**src/rtl/aes_pkg.sv**
```systemverilog
// Shared AES constants and GF(2^8) helpers (reduction polynomial 0x11B).
// Multipliers work on precomputed x1/x2/x4/x8 terms so the pipeline can register them.
package aes_pkg;

  localparam int STATE_W = 128;
  localparam int COL_W   = 32;
  localparam int BYTE_W  = 8;

  localparam logic [7:0] AES_POLY = 8'h1B;

  typedef struct packed {
    logic [7:0] x8;
    logic [7:0] x4;
    logic [7:0] x2;
    logic [7:0] x1;
  } byte_terms_t;

  function automatic logic [7:0] xtime(input logic [7:0] a);
    return {a[6:0], 1'b0} ^ (a[7] ? AES_POLY : 8'h00);
  endfunction

  function automatic byte_terms_t byte_terms(input logic [7:0] a);
    byte_terms_t t;
    t.x1 = a;
    t.x2 = xtime(a);
    t.x4 = xtime(t.x2);
    t.x8 = xtime(t.x4);
    return t;
  endfunction

  function automatic logic [7:0] gf_mul09(input byte_terms_t t);
    return t.x8 ^ t.x1;
  endfunction

  function automatic logic [7:0] gf_mul0b(input byte_terms_t t);
    return t.x8 ^ t.x2 ^ t.x1;
  endfunction

  function automatic logic [7:0] gf_mul0d(input byte_terms_t t);
    return t.x8 ^ t.x4 ^ t.x1;
  endfunction

  function automatic logic [7:0] gf_mul0e(input byte_terms_t t);
    return t.x8 ^ t.x4 ^ t.x2;
  endfunction

endpackage

```
**src/rtl/inv_mix_column.sv**
```systemverilog
// Combinational InvMixColumns of one column, fed with the x1/x2/x4/x8 terms
// of its four bytes (byte 0 in the top 32 bits of i_terms).
module inv_mix_column
  import aes_pkg::*;
(
  input  logic [127:0] i_terms,
  output logic [31:0]  o_col
);

  byte_terms_t w_a0;
  byte_terms_t w_a1;
  byte_terms_t w_a2;
  byte_terms_t w_a3;

  assign w_a0 = i_terms[127:96];
  assign w_a1 = i_terms[95:64];
  assign w_a2 = i_terms[63:32];
  assign w_a3 = i_terms[31:0];

  assign o_col[31:24] = gf_mul0e(w_a0) ^ gf_mul0b(w_a1) ^ gf_mul0d(w_a2) ^ gf_mul09(w_a3);
  assign o_col[23:16] = gf_mul09(w_a0) ^ gf_mul0e(w_a1) ^ gf_mul0b(w_a2) ^ gf_mul0d(w_a3);
  assign o_col[15:8]  = gf_mul0d(w_a0) ^ gf_mul09(w_a1) ^ gf_mul0e(w_a2) ^ gf_mul0b(w_a3);
  assign o_col[7:0]   = gf_mul0b(w_a0) ^ gf_mul0d(w_a1) ^ gf_mul09(w_a2) ^ gf_mul0e(w_a3);

endmodule

```
**src/rtl/inv_mix_columns.sv**
```systemverilog
// Registered AES InvMixColumns on a 128-bit state with valid tracking.
// Define INV_MIX_PIPE2_EN for a two-stage pipeline (latency 2) instead of one stage.
module inv_mix_columns
  import aes_pkg::*;
(
  input  logic         clk,
  input  logic         rst_n,
  input  logic         in_valid,
  input  logic [127:0] in,
  output logic         out_valid,
  output logic [127:0] out
);

  logic [4*STATE_W-1:0] w_terms;
  logic [4*STATE_W-1:0] w_mix_terms;
  logic                 w_mix_valid;
  logic [STATE_W-1:0]   w_mixed;
  logic [STATE_W-1:0]   r_out;
  logic                 r_out_valid;

  // Byte b (column b/4, row b%4) expands to a 32-bit term group at the same relative position.
  for (genvar g_b = 0; g_b < 16; g_b++) begin : g_byte
    assign w_terms[4*STATE_W-1-COL_W*g_b -: COL_W] = byte_terms(in[STATE_W-1-BYTE_W*g_b -: BYTE_W]);
  end

`ifdef INV_MIX_PIPE2_EN
  logic [4*STATE_W-1:0] r_terms;
  logic                 r_terms_valid;

  // Stage 1: capture the per-byte products and their valid flag.
  always_ff @(posedge clk or negedge rst_n) begin
    if (!rst_n) begin
      r_terms       <= {(4*STATE_W){1'b0}};
      r_terms_valid <= 1'b0;
    end else begin
      r_terms_valid <= in_valid;
      if (in_valid) begin
        r_terms <= w_terms;
      end
    end
  end

  assign w_mix_terms = r_terms;
  assign w_mix_valid = r_terms_valid;
`else
  assign w_mix_terms = w_terms;
  assign w_mix_valid = in_valid;
`endif

  for (genvar g_c = 0; g_c < 4; g_c++) begin : g_col
    inv_mix_column u_col (
      .i_terms (w_mix_terms[4*STATE_W-1-4*COL_W*g_c -: 4*COL_W]),
      .o_col   (w_mixed[STATE_W-1-COL_W*g_c -: COL_W])
    );
  end

  // Output stage: load a new result only when valid, otherwise hold the last one.
  always_ff @(posedge clk or negedge rst_n) begin
    if (!rst_n) begin
      r_out       <= {STATE_W{1'b0}};
      r_out_valid <= 1'b0;
    end else begin
      r_out_valid <= w_mix_valid;
      if (w_mix_valid) begin
        r_out <= w_mixed;
      end
    end
  end

  assign out       = r_out;
  assign out_valid = r_out_valid;

endmodule

```
**config.mk**
```make
export PLATFORM = sky130hd
export DESIGN_NAME = inv_mix_columns
export DESIGN_NICKNAME = d
export VERILOG_FILES = /design/src/rtl/aes_pkg.sv /design/src/rtl/inv_mix_column.sv /design/src/rtl/inv_mix_columns.sv
export SDC_FILE = /design/constraint.sdc
export NUM_CORES = 1
export LEC_CHECK = 0
export CAP_MARGIN = 30
export CORE_MARGIN = 2
export CORE_UTILIZATION = 55
export CTS_BUF_LIST = sky130_fd_sc_hd__clkbuf_8
export DETAILED_ROUTE_END_ITERATION = 8
export HOLD_SLACK_MARGIN = 0.08
export PLACE_DENSITY = 0.84
export SLEW_MARGIN = 20
export SYNTH_ARGS = -nofsm -noshare
export SYNTH_HDL_FRONTEND = slang
export SYNTH_SLANG_ARGS = --single-unit
```
**constraint.sdc**
```tcl
create_clock -name clk -period 1.1 [get_ports clk]
set_clock_uncertainty 0.05 [all_clocks]
set_input_delay 0.165 -clock clk [delete_from_list [all_inputs] [get_ports clk]]
set_output_delay 0.165 -clock clk [all_outputs]
set_load 0.005 [all_outputs]
```
==> results.md, run 1 <==
* Tool error: [ERROR DPL-0038] Utilization greater than 100%, impossible to legalize
* Post-CTS Setup Inserts at 259
* Post-Synthesis Cells at 1080
* Clk buf depth at 2
* Status: did not finish
* # rows at 57
* CTS buffer count at 17
* H-tree depth at 4
* Global placement routability congestion at 0.905
* Top Ports at 260
* Starting Density at 0.555
* Chip width at 160 um
* Placed Area at 20800 sq um
* CTS Hold Bufs at 2
* Inst Count DP at 1959
* Final HPWL DP at 34400 um
* Post-CTS sizing at 1635
* YS warnings at 0
* Synth Cell Area at 13300 sq um
* Clk root buf: clkbuf_8
* Setup WS pre-CTS at -1.40 ns
* Post-synthesis sequential area ratio at 0.242
* Synth Register Bits at 129
* # clock sinks at 129
* Synthesized Nets at 1211
* Stopped at: 4_1_cts
* IO Port Bufs at 259
* Syn Area/Cell at 12.4 sq um
* Die Height at 160 um
* Cell variety after synth at 19
cells by family after synthesis:
logic type / synth area share
buf+inv: 0.0302
xor+xnor: 0.620
mux: 0.108
flops: 0.242
cell usage after synthesis, drive strengths merged:
cell	n	area share
buf	43	0.018
clkbuf	36	0.010
dfrtp	129	0.24
inv	7	0.0020
mux2	123	0.10
mux2i	5	0.0038
xnor2	479	0.32
xnor3	107	0.18
xor2	138	0.094
xor3	13	0.024
per-stage QoR:
step | util | hold slack [ns]
after detailed placement | 0.865 | 0.00518
after global placement | 0.865 | 0.0000667
after floorplan | - | -0.181
==> inputs of run 2 (changes only) <==
- CORE_UTILIZATION: 55 -> 40
- CTS_BUF_LIST: sky130_fd_sc_hd__clkbuf_8 -> default
- HOLD_SLACK_MARGIN: 0.08 -> default
- PLACE_DENSITY: 0.84 -> default
- PLACE_DENSITY_LB_ADDON: default -> 0.15
==> results.md, run 2 <==
* Synthesized Nets at 1211 (unchanged)
* Commonest non-fill, non-tap cells in the layout: buf_4 (411), buf_6 (259), xnor2_2 (180), xnor2_1 (169), buf_2 (150)
* Failing checks: setup timing
* Synth top area share at 0.308 (unchanged)
* Via count at 11900
* Final cell count without fillers at 2415
* Remaining antenna violation count after routing at 0
* Routed length per instance at 25.0 um
* Hold Slack at 0.0793 ns
* Final Setup Violations at 257
* # rows at 66 (+16%)
* Die Height at 187 um (+17%)
* Synth cell count leaders: xnor2_1 (469), xor2_1 (133), dfrtp_1 (129)
* Drt via density at 4.94
* CP max-delay cell: mux2_4
* # DRC at 0
* CP arrival at 1.96 ns
* Most common cell after layout, fill and taps aside: buf_4
* # clock sinks at 129 (unchanged)
* Final HPWL DP at 31800 um (-7.7%)
* Starting Density at 0.408 (-0.147)
* Slew @ Worst Pin at 0.519 ns
* RSZ-0062 raised after global routing: true
* Layout cells sized above 1 at 0.782
* Buffers & Inverters on Critical Path at 5
* Nature of the critical path startpoint: input pin
* Rel. slew slack at 0.651
* Setup TNS at -56.27 ns
* P_leak at 0.0134 uW
* Worst vdd ir at 1.49 mV
* Max Cap Viol at 0
* Max reg flops at 128
* Status: finished, violations left
* Post-synthesis sequential area ratio at 0.242 (unchanged)
* Synth Register Bits at 129 (unchanged)
* Ant diodes at 0
* Total Routing Usage GR at 0.297
* Global-route wire length before repair at 78300 um
* CP cell instances: buf_8, buf_6, xnor2_4, buf_6, xor2_4, buf_4, buf_4, xor2_2, xnor2_2, mux2_4
* Part of the cycle the worst path needs at 1.52
* Min-delay worst type: input pin to async pin
* Synth area leaders: xnor2_1 (31%), dfrtp_1 (24%), xnor3_1 (17%), mux2_2 (10%), xor2_1 (8.7%)
* Most frequent cell after synthesis: xnor2_1
* Number of global-route vias before repair at 12800
* Post-Synthesis Cells at 1080 (unchanged)
* CP startpoint: in[55]
* CTS tree: built
* Worst path required time at 1.38 ns
* Worst-skew pair later-pin latency at 0.43 ns
* CTS buffer count at 17 (unchanged)
* Top Ports at 260 (unchanged)
* Min cycle time layout at 1.67 ns
* Area Overhead vs Synth at 110%
* Largest delay share family, worst path: XOR/XNOR gates
* DRT Wirelength at 60400 um
* Inst Count DP at 2070 (+5.7%)
* Post-route setup slack at -0.574 ns
* Clk buf depth at 2 (unchanged)
* R2R Path Start: out[19]
* Post-synth EDFFs at 0 (unchanged)
* Main synth FF type: dfrtp_1
* GRT overflow at 0
* Ys async rst share at 1.00 (unchanged)
* YS warnings at 0 (unchanged)
* Pwr per Cell Area at 1800 nW/um^2
* Largest net degree at the start of global routing at 47
* Final Hold Violating Endpoints at 0
* Chip width at 187 um (+17%)
* Max incr delay on CP at 0.27 ns
* Fmax at 0.597 GHz
* Setup WS pre-CTS at -1.37 ns (+0.0352 ns)
* IO Port Bufs at 259 (unchanged)
* Synth Cell Area at 13300 sq um (unchanged)
* Crit Path Class: input pin to flop
* Max Slew Vio Count at 0
* H-tree depth at 4 (unchanged)
* Die area at 34800 sq um
* Clk root buf: clkbuf_16
* Critical Path Sink Type: flop
* Syn Area/Cell at 12.4 sq um (unchanged)
* Cell variety after synth at 19 (unchanged)
* Initial antenna violation count at 1
* Fin nets at 2092
* Crit Path Max Fanout at 4
* Reg clk slew, reported paths at 0.07 ns
* Iter 0 DRT Violations at 647
* DR pass1 iterations at 5
* Yosys top cell by area: xnor2_1
* Core box area at 32700 sq um
* Global placement routability congestion at 0.867 (-4.2%)
-- run 2: layout make-up --
cell class / count / area [sq um]
inverter: 7 / 26.3
clock inverter: 14 / 190
timing repair buffer: 941 / 8600
multi-input combinational: 865 / 14900
tap: 442 / 553
clock buffer: 17 / 425
sequential: 129 / 3230
fill: 1365 / 4730
-- run 2: repair_timing --
| item | CTS | global route |
|---|---|---|
| setup endpoints to repair | 257 | 257 |
| hold endpoints to repair | 129 | 0 |
| resized for setup | 1594 | 399 |
| setup buffers | 245 | 131 |
| pin swaps | 360 | 278 |
| hold buffers | 1 | 0 |
-- run 2: where the power goes --
part / total [uW] / internal, uW / switching [uW]
clock: 6320 / 3780 / 2540
sequential: 9010 / 7260 / 1750
combinational: 35100 / 21300 / 13700
-- run 2: worst paths after layout --
kind | end | slack (ns) | cells past startpoint
max | out[52] | -0.57 | 10
min | out[105] | 0.08 | 2
max reg2reg | out[19] | -0.02 | 3
min reg2reg | out[31] | 0.45 | 1
max in group asynchronous | out[35] | 0.42 | 3
min in group clk | out_valid | 0.08 | 2
-- run 2: kinds of logic (layout without fill, tap and decap cells) --
family / count (synthesis) / in the layout / synth area share
flops: 129 / 129 / 0.242
buf+inv: 86 / 979 / 0.0302
xor+xnor: 737 / 737 / 0.620
mux: 128 / 128 / 0.108
-- run 2: per-layer routing --
metal,part of all wire,up-vias,global-route usage
met5,0.00015,-,0
met4,0.034,2,0.0864
met3,0.047,133,0.0453
met2,0.53,447,0.534
met1,0.39,6160,0.371
li1,-,5182,-
-- run 2: metrics by stage --
stage | total power [uW] | util | cell area (sq um)
2_1_floorplan | 23700 | - | 15800
3_3_place_gp | 34000 | 0.641 | 21000
3_5_place_dp | 34300 | 0.641 | 21000
4_1_cts | 44400 | 0.783 | 25600
5_1_grt | 52500 | 0.855 | 28000
6_report | 50400 | 0.855 | 28000
Power figures use the tool's default switching activity.
==> variant: new RTL, flow settings as in run 2 <==
Register the input `in` before use, without a reset. The logic sees it one clock later. The other inputs are not delayed to match.
--- a/src/rtl/inv_mix_columns.sv
+++ b/src/rtl/inv_mix_columns.sv
@@ -13,2 +13,8 @@
 
+  logic [127:0] in_q;
+
+  always_ff @(posedge clk) begin
+    in_q <= in;
+  end
+
   logic [4*STATE_W-1:0] w_terms;
@@ -22,3 +28,3 @@
   for (genvar g_b = 0; g_b < 16; g_b++) begin : g_byte
-    assign w_terms[4*STATE_W-1-COL_W*g_b -: COL_W] = byte_terms(in[STATE_W-1-BYTE_W*g_b -: BYTE_W]);
+    assign w_terms[4*STATE_W-1-COL_W*g_b -: COL_W] = byte_terms(in_q[STATE_W-1-BYTE_W*g_b -: BYTE_W]);
   end
Behaviour: not the same (Yosys sat finds a counterexample within 4 cycles, from zero or initial values and one cycle with rst_n low).
==> variant against run 2 <==
The flow finishes with violations (hold timing, setup timing). Wire length fell by 8.6%. Die area rose by 18%. Synthesized area rose by 19%. Sequential cell count rose by 128. Via count rose by 1.2%. Critical path depth fell by 4. Cell area rose by 7.7%. Worst setup slack got worse by 0.53 ns. Total power rose by 11%. Largest cell class unchanged. Largest power group unchanged. Highest routed layer is now met4.
==> variant: results (changes against run 2) <==
| Metric | Value |
|---|---|
| Status | complete, but fails checks |
| Failing checks | hold timing, setup timing |
| Vias per inst | 4.54 (-8.0%) |
| Fin nets | 2245 (+7.3%) |
| Later-pin clock latency in the skew report | 0.57 ns (+0.14 ns) |
| Maximum vdd drop | 1490 uV (-0.16%) |
| # setup viols final | 257 (unchanged) |
| Placer Congestion | 0.860 (-0.74%) |
| Syn nets | 1323 (+9.2%) |
| Buffering overhead | 28.4% (-2.4 points) |
| Inverter count | 6 (-1) |
| Ys async rst share | 50.2% (-50 points) |
| Final Instance Area | 30100 um2 (+7.7%) |
| Dpl cells | 2303 (+11%) |
| Antenna violations before repair | 0 (-1) |
| PnR worst setup slack | -1.10 ns (-0.529 ns) |
| Fraction of area in multi-input gates | 46.1% (-7.4 points) |
| Hold WS | -0.0212 ns (-0.100 ns) |
| Largest net degree at the start of global routing | 39 (-17%) |
| Post-DP Area | 24000 um2 (+14%) |
| Gr usage total | 25.1% (-4.7 points) |
| DP HPWL | 35900 um (+13%) |
| Sequential share of the synthesized area | 36.6% (+12 points) |
| Num CTS Buffers | 29 (+12) |
| First-pass GRT wire length | 78300 um (about the same) |
| Final Core Density | 77.6% (-7.9 points) |
| Final hold violation count | 12 (+12) |
| Clock buffers | 46 (+29) |
| Non-clock buffer total of the final layout | 967 (+2.8%) |
| R2R depth | 6 (+3) |
| Mean post-synth cell area | 13.3 um2 (+7.5%) |
| Critical path class | reg2reg |
| Fin cells | 2655 (+9.9%) |
| Filler cell count | 2164 (+59%) |
| Drt total wl | 55200 um (-8.6%) |
| H-tree levels | 1 (-3) |
| Clock Path Buffers | 3 (+1) |
| DRT iter0 DRCs | 457 (-29%) |
| Clk cell area share | 3.27% (+1.1 points) |
| Seq area share | 20.1% (+8.5 points) |
| Netlist cell types | 26 (+7) |
| Ranking of synthesized cells by area | xnor2_1 (25%), dfrtp_1 (20%), dfxtp_1 (16%), xnor3_1 (15%), mux2_2 (8.4%) |
| Drt pass-1 iters | 4 (-1) |
| Layout cell share with drive strength beyond 1 | 63.5% (-15 points) |
| Leakage power total | 13.9 nW (+3.2%) |
==> variant: cell count changes after synthesis, moves of 4 or more <==
cell	delta
buf_2	-6
buf_4	-5
clkbuf_1	+6
dfxtp_1	+128
mux2_2	-5
nand2_1	+4
xnor2_1	-18
xnor3_2	-5
xnor3_4	+4
xor2_1	-10
xor3_1	+10
==> variant: timing repair <==
action	CTS	global route
endpoints found under the setup margin	257	257
hold buffers	115	2
endpoints found under the hold margin	243	14
pin swaps	183	126
resized for setup	971	187
buffers inserted	138	83
==> variant: cells by family (layout without fill, tap and decap cells) <==
kind of cell	Yosys count	count (layout)	share of synthesized area [%]
xor+xnor	717	717	51.9
compound gates	4	4	0.158
flops	257	257	36.6
buf+inv	82	1027	2.29
simple gates	8	8	0.221
mux	124	124	8.80
==> variant: critical path, cell delays in order, from the launching register on <==
cell,delay [ns]
dfxtp_2,0.36
buf_6,0.15
xnor3_1,0.46
xor2_1,0.27
xnor3_2,0.37
xnor2_1,0.16
mux2_2,0.26
==> variant: report_power, final <==
part	switching [mW]	internal (mW)	total, mW
registers	2.15	12.1	14.3
logic	11.6	20.0	31.6
clock network	4.05	5.90	9.95
total	17.8	38.0	55.9
==> variant: how the worst min path moves through the flow <==
stage                    end  slack [ns]  depth (start not counted)
finish              out[121]       -0.02                          2
global route        out[121]       -0.03                          2
CTS                 out[112]       -0.04                          2
detailed placement  out[112]      -0.005                          1
global placement    out[112]      -0.002                          1
floorplan             out[0]       -0.18                          0
==> variant: routing by layer <==
layer | part of all wire, % | vias to the layer above | GRT usage [%]
li1 | - | 5647 | -
met5 | 0 | - | 0
met2 | 52 | 294 | 44.4
met1 | 40 | 6022 | 31.9
met4 | 3.1 | 0 | 6.88
met3 | 4.3 | 99 | 3.76
